==> config.mk <==
export PLATFORM = sky130hd
export DESIGN_NAME = fdtd_wt_stream
export DESIGN_NICKNAME = d
export VERILOG_FILES = /design/src/rtl/fdtd_wt_pkg.sv /design/src/rtl/fdtd_sync_fifo.sv /design/src/rtl/fdtd_wt_stream.sv
export SDC_FILE = /design/constraint.sdc
export NUM_CORES = 1
export LEC_CHECK = 0
export BUFFER_PORTS_ARGS = -buffer_cell sky130_fd_sc_hd__clkbuf_2
export CAP_MARGIN = 20
export CORE_UTILIZATION = 50
export CTS_CLUSTER_DIAMETER = 80
export DETAILED_ROUTE_END_ITERATION = 10
export PLACE_DENSITY_LB_ADDON = 0.05
export SLEW_MARGIN = 20
export SYNTH_ARGS = -nofsm -noshare
export SYNTH_HDL_FRONTEND = slang
export SYNTH_HIERARCHICAL = 1
export SYNTH_SLANG_ARGS = --single-unit
export TNS_END_PERCENT = 50
==> constraint.sdc <==
create_clock -name ACLK -period 5.3 [get_ports ACLK]
set_input_delay 1.06 -clock ACLK [delete_from_list [all_inputs] [get_ports ACLK]]
set_output_delay 1.06 -clock ACLK [all_outputs]
set_load 0.03 [all_outputs]
==> src/rtl/fdtd_wt_pkg.sv <==
// Shared types and widths for the FDTD write-stream stages.
package fdtd_wt_pkg;

  typedef enum logic [1:0] {
    WTS_IDLE = 2'd0,
    WTS_RUN  = 2'd1,
    WTS_DONE = 2'd2
  } wt_stream_state_e;

  // Byte address width of the AXI side and the derived word-address width.
  localparam int unsigned WT_BYTE_ADDR_W = 32;
  localparam int unsigned WT_WORD_ADDR_W = WT_BYTE_ADDR_W - 2;

endpackage

==> src/rtl/fdtd_sync_fifo.sv <==
// Synchronous FIFO, pointer based with an extra wrap bit for full/empty.
module fdtd_sync_fifo #(
  parameter int unsigned DATA_WIDTH = 32,
  parameter int unsigned DEPTH      = 4
) (
  input  logic                  ACLK,
  input  logic                  ARESETn,
  input  logic                  push_i,
  input  logic [DATA_WIDTH-1:0] data_i,
  input  logic                  pop_i,
  output logic [DATA_WIDTH-1:0] data_o,
  output logic                  full_o,
  output logic                  empty_o
);

  localparam int unsigned AW = $clog2(DEPTH);

  logic [DATA_WIDTH-1:0] mem_q [DEPTH];
  logic [AW:0]           wr_ptr_q, wr_ptr_d;
  logic [AW:0]           rd_ptr_q, rd_ptr_d;
  logic                  do_push, do_pop;

  assign empty_o = (wr_ptr_q == rd_ptr_q);
  assign full_o  = (wr_ptr_q[AW] != rd_ptr_q[AW]) &&
                   (wr_ptr_q[AW-1:0] == rd_ptr_q[AW-1:0]);
  assign data_o  = mem_q[rd_ptr_q[AW-1:0]];

  assign do_push = push_i && !full_o;
  assign do_pop  = pop_i && !empty_o;

  // Pointer advance; full is judged before any same-cycle pop.
  always_comb begin
    wr_ptr_d = wr_ptr_q;
    rd_ptr_d = rd_ptr_q;
    if (do_push) wr_ptr_d = wr_ptr_q + 1'b1;
    if (do_pop)  rd_ptr_d = rd_ptr_q + 1'b1;
  end

  // Pointer registers.
  always_ff @(posedge ACLK or negedge ARESETn) begin
    if (!ARESETn) begin
      wr_ptr_q <= '0;
      rd_ptr_q <= '0;
    end else begin
      wr_ptr_q <= wr_ptr_d;
      rd_ptr_q <= rd_ptr_d;
    end
  end

  // Storage; contents need no reset since the pointers gate visibility.
  always_ff @(posedge ACLK) begin
    if (do_push) mem_q[wr_ptr_q[AW-1:0]] <= data_i;
  end

endmodule

==> src/rtl/fdtd_wt_stream.sv <==
// Feeds the single-word writer: buffers result words, stamps each with
// base + i*stride and holds it on req/gnt until granted.
module fdtd_wt_stream
  import fdtd_wt_pkg::*;
#(
  parameter int unsigned ADDR_WIDTH = WT_BYTE_ADDR_W,
  parameter int unsigned DATA_WIDTH = 32,
  parameter int unsigned FIFO_DEPTH = 4,
  parameter int unsigned CNT_WIDTH  = 16
) (
  input  logic                  ACLK,
  input  logic                  ARESETn,
  input  logic                  cfg_start_i,
  input  logic [ADDR_WIDTH-3:0] cfg_base_word_addr_i,
  input  logic [ADDR_WIDTH-3:0] cfg_stride_i,
  input  logic [CNT_WIDTH-1:0]  cfg_len_i,
  output logic                  busy_o,
  output logic                  done_o,
  input  logic                  s_valid_i,
  input  logic [DATA_WIDTH-1:0] s_data_i,
  output logic                  s_ready_o,
  output logic                  wt_req_o,
  output logic [ADDR_WIDTH-3:0] wt_word_addr_o,
  output logic [DATA_WIDTH-1:0] wt_data_o,
  input  logic                  wt_gnt_i
);

  wt_stream_state_e      state_q, state_d;
  logic                  busy_q, busy_d, done_q, done_d;
  logic [ADDR_WIDTH-3:0] stride_q, stride_d, addr_acc_q, addr_acc_d;
  logic [CNT_WIDTH-1:0]  len_q, len_d, in_cnt_q, in_cnt_d, out_cnt_q, out_cnt_d;
  logic                  req_q, req_d;
  logic [ADDR_WIDTH-3:0] addr_q, addr_d;
  logic [DATA_WIDTH-1:0] data_q, data_d;

  logic                  fifo_full, fifo_empty, push, gnt_fire, load;
  logic [DATA_WIDTH-1:0] fifo_data;

  assign s_ready_o = (state_q == WTS_RUN) && !fifo_full && (in_cnt_q < len_q);
  assign push      = s_valid_i && s_ready_o;
  assign gnt_fire  = req_q && wt_gnt_i;
  assign load      = (!req_q || gnt_fire) && !fifo_empty;

  fdtd_sync_fifo #(.DATA_WIDTH(DATA_WIDTH), .DEPTH(FIFO_DEPTH)) u_fifo (
    .ACLK    (ACLK),
    .ARESETn (ARESETn),
    .push_i  (push),
    .data_i  (s_data_i),
    .pop_i   (load),
    .data_o  (fifo_data),
    .full_o  (fifo_full),
    .empty_o (fifo_empty)
  );

  // Job sequencing, counters and the output holding register.
  always_comb begin
    state_d    = state_q;
    busy_d     = busy_q;
    done_d     = 1'b0;
    stride_d   = stride_q;
    len_d      = len_q;
    addr_acc_d = addr_acc_q;
    in_cnt_d   = in_cnt_q;
    out_cnt_d  = out_cnt_q;
    req_d      = req_q;
    addr_d     = addr_q;
    data_d     = data_q;
    case (state_q)
      WTS_IDLE: begin
        if (cfg_start_i) begin
          addr_acc_d = cfg_base_word_addr_i;
          stride_d   = cfg_stride_i;
          len_d      = cfg_len_i;
          in_cnt_d   = '0;
          out_cnt_d  = '0;
          if (cfg_len_i == '0) begin
            state_d = WTS_DONE;
            done_d  = 1'b1;
          end else begin
            state_d = WTS_RUN;
            busy_d  = 1'b1;
          end
        end
      end
      WTS_RUN: begin
        if (push)     in_cnt_d  = in_cnt_q + CNT_WIDTH'(1);
        if (gnt_fire) out_cnt_d = out_cnt_q + CNT_WIDTH'(1);
        if (gnt_fire && (out_cnt_q + CNT_WIDTH'(1) == len_q)) begin
          state_d = WTS_DONE;
          done_d  = 1'b1;
          busy_d  = 1'b0;
        end
      end
      WTS_DONE: state_d = WTS_IDLE;
      default:  state_d = WTS_IDLE;
    endcase
    // A grant frees the register; a waiting FIFO word refills it at the same edge.
    if (load) begin
      req_d      = 1'b1;
      addr_d     = addr_acc_q;
      data_d     = fifo_data;
      addr_acc_d = addr_acc_q + stride_q;
    end else if (gnt_fire) begin
      req_d = 1'b0;
    end
  end

  // State and datapath registers; reset aborts any job and drops req at once.
  always_ff @(posedge ACLK or negedge ARESETn) begin
    if (!ARESETn) begin
      state_q    <= WTS_IDLE;
      busy_q     <= 1'b0;
      done_q     <= 1'b0;
      stride_q   <= '0;
      len_q      <= '0;
      addr_acc_q <= '0;
      in_cnt_q   <= '0;
      out_cnt_q  <= '0;
      req_q      <= 1'b0;
      addr_q     <= '0;
      data_q     <= '0;
    end else begin
      state_q    <= state_d;
      busy_q     <= busy_d;
      done_q     <= done_d;
      stride_q   <= stride_d;
      len_q      <= len_d;
      addr_acc_q <= addr_acc_d;
      in_cnt_q   <= in_cnt_d;
      out_cnt_q  <= out_cnt_d;
      req_q      <= req_d;
      addr_q     <= addr_d;
      data_q     <= data_d;
    end
  end

  assign busy_o         = busy_q;
  assign done_o         = done_q;
  assign wt_req_o       = req_q;
  assign wt_word_addr_o = addr_q;
  assign wt_data_o      = data_q;

endmodule

==> results.sh <==
export IMPL_ys_ff_latch=309
export IMPL_die_h_um=173
export IMPL_antenna_found_initial=1
export IMPL_critical_path_required_ns=4.24
export IMPL_diodes=0
export IMPL_ys_types=67
export IMPL_area_growth_pct=16.3
export IMPL_pwr_density_cell_nw_per_um2=669
export IMPL_grt_overflow=0
export IMPL_grt_pass1_vias=10381
export IMPL_ir_worst_vdd_v=0.000300
export IMPL_io_buffer_count=178
export IMPL_maxCapViolCount=0
export IMPL_cts_resized=0
export IMPL_fp_dieW_um=173
export IMPL_hold_viol=0
export IMPL_antenna_left=0
export IMPL_final_cell_mix="nand2_1, dfrtp_1, clkbuf_2"
export IMPL_via_per_inst=5.39
export IMPL_worst_pin_slew_ns=1.08
export IMPL_synth_edf_count=128
export IMPL_dr_pass1_iters=5
export IMPL_clock_latency_ns=0.52
export IMPL_core_um2=28700
export IMPL_htreeDepth=2
export IMPL_wirelength_um=32600
export IMPL_clockBufferDepth=3
export IMPL_crit_fanout=17
export IMPL_rsz0062_at_grt="no"
export IMPL_design_die_area_um2=29900
export IMPL_drc=0
export IMPL_syn_inst=1338
export IMPL_multiInputGateArea_um2=5880
export IMPL_power_w=0.0114
export IMPL_critPathLaunchType="register"
export IMPL_ff_latch_area_um2=8370
export IMPL_hp_class="register to register"
export IMPL_cts_hold_buffers_added=0
export IMPL_cts_setup_buffers=0
export IMPL_gp_congestion=0.792
export IMPL_status="finished clean"
export IMPL_drive_above_1_share_pct=20.1
export IMPL_end_kind="output pin"
export IMPL_final_area_um2=17000
export IMPL_grt_use_total_pct=22.4
export IMPL_critPathBufInv=2
export IMPL_grt_pass1_wl_um=53800
export IMPL_path_class="register to output pin"
export IMPL_final_common_cell="nand2_1"
export IMPL_layout_min_cycle_time_ns=4.05
export IMPL_final_nets=1669
export IMPL_wl_per_cell_um=17.1
export IMPL_start_util_pct=50.9
export IMPL_hold_ws_ns=0.471
export IMPL_postPlaceCellArea_um2=15900
export IMPL_ioPinCount=179
export IMPL_yosys_most_used_dff="dfrtp_1"
export IMPL_grt_max_degree=108
export IMPL_arrival_ns=2.99
export IMPL_cts_clk_slew_worst_paths_ns=0.06
export IMPL_crit_chain="xnor2_1, nand3_1, inv_1, a2111oi_2, o21ai_0, nand2_1, or2_2, clkbuf_2"
export IMPL_timing_fmax_mhz=247
export IMPL_ys_seq_area_share_pct=57.3
export IMPL_cts_root_buf="clkbuf_16"
export IMPL_clock_sinks=309
export IMPL_cp_slowest_stage_delay_ns=0.73
export IMPL_report_final_slew_viol_count=0
export IMPL_rows=62
export IMPL_fin_crit_sh_pct=76.5
export IMPL_path_delay_family="flip-flops"
export IMPL_cts_buffers=35
export IMPL_fin_util_pct=59.2
export IMPL_hpwlAfterDp_um=21600
export IMPL_async_reset_ff_share_pct=58.6
export IMPL_crit_slowest_cell="dfrtp_2"
export IMPL_maxSlewHeadroom_pct=28.0
export IMPL_synth_fp_nets=1503
export IMPL_vias=10317
export IMPL_p_leak_nw=7.58
export IMPL_synth_area_per_cell_um2=10.9
export IMPL_cts_tree="yes"
export IMPL_synth_area_um2=14600
export IMPL_ys_warn_count=6
export IMPL_finClkSkew_ns=0.0189
export IMPL_first_iter_violations=720
export IMPL_fillers=2489
export IMPL_setup_viol=0
export IMPL_final_setup_tns_ns=0
flip-flops by register name, indices dropped and copies added, names as in the netlist:
register and count:
wt_req_o 1, wt_word_addr_o 30, state_q 2, stride_q 30
addr_acc_q 30, busy_o 1, wt_data_o 32, done_o 1
u_fifo/rd_ptr_q 3, len_q 16, u_fifo/wr_ptr_q 3, out_cnt_q 16
u_fifo/mem_q 128, in_cnt_q 16
worst reg2reg max path, stage by stage, from the launching register on:
cell	delay, ns
dfrtp_2	0.73
xnor2_1	0.30
nand3_1	0.24
inv_1	0.08
a2111oi_2	0.40
o21ai_0	0.17
nand2_1	0.17
o21ai_2	0.20
inv_1	0.23
nand2_1	0.13
a31oi_4	0.15
buf_4	0.46
per-layer routing:
layer  wire length, um  vias up  GRT usage (%)
met5                17        -              0
met4               635        2           5.68
met3              1440       44           3.89
met2             14700      211           35.3
met1             15800     5010           32.3
li1                  -     5050              -
cells by family (layout without fill, tap and decap cells):
logic type                 Yosys count  in the layout  share of synthesized area, %
AOI/OAI and AO/OA                  223            223                          9.84
adders and majority gates           52             52                          4.50
buffers and inverters               89            281                          2.62
muxes                               46             46                          5.90
DFF                                309            309                          57.3
and+or+nand+nor                    560            560                          16.3
xor gates and xnor gates            59             59                          3.59
path summary, 6_finish.rpt:
path | start | to | slack [ns] | depth (start not counted)
min in group asynchronous | ARESETn | out_cnt_q[11]$_DFFE_PN0P_ | 0.69 | 1
worst min register to register | wt_word_addr_o[19]$_DFFE_PN0P_ | wt_word_addr_o[19]$_DFFE_PN0P_ | 0.47 | 2
max in group asynchronous | ARESETn | stride_q[0]$_DFFE_PN0P_ | 3.52 | 2
worst min-delay path | wt_word_addr_o[19]$_DFFE_PN0P_ | wt_word_addr_o[19]$_DFFE_PN0P_ | 0.47 | 2
worst max-delay path | u_fifo/rd_ptr_q[0]$_DFFE_PN0P_ | s_ready_o | 1.25 | 8
worst max register to register | u_fifo/rd_ptr_q[0]$_DFFE_PN0P_ | u_fifo/mem_q[3][14]$_DFFE_PP_ | 1.69 | 11
cell usage after synthesis (all sizes together), types with 8 or more instances:
cell type	count	share of area, %
ha	51	4.4
buf	14	0.69
mux4	32	4.9
a31oi	30	1.3
xnor2	35	2.1
nor2	49	1.3
xor2	24	1.5
edfxtp	128	26
o21ai	63	2.2
a211oi	8	0.41
nand2	401	10
nor3	8	0.27
a21oi	47	1.6
inv	27	0.69
mux2i	13	0.89
nand2b	8	0.34
a21o	23	1.2
dfrtp	181	31
and3	19	0.84
nand3	21	0.72
o31ai	15	0.77
nand4	12	0.51
clkbuf	48	1.2
through the flow:
stage,worst slack [ns],std cells
CTS,1.16,1914
floorplan,0.968,1338
detailed placement,1.64,1851
global route,0.955,1914
finish,1.25,1914
global placement,1.73,1851
power by group:
group / total, W / switching, W / internal, W
clock network: 0.00236 / 0.000968 / 0.00139
logic: 0.00510 / 0.00311 / 0.00198
registers: 0.00392 / 0.000556 / 0.00336
total: 0.0114 / 0.00464 / 0.00674
cell type report:
cell class / instances / share of cell area, %
flip-flops and latches: 309 / 49.3
multi-input cells: 940 / 34.6
repair buffers: 191 / 5.94
clock buffers: 49 / 5.93
well taps: 384 / 2.83
clock inverters: 14 / 0.788
inverters: 27 / 0.604
No activity file was read; power rests on OpenSTA's default activity.
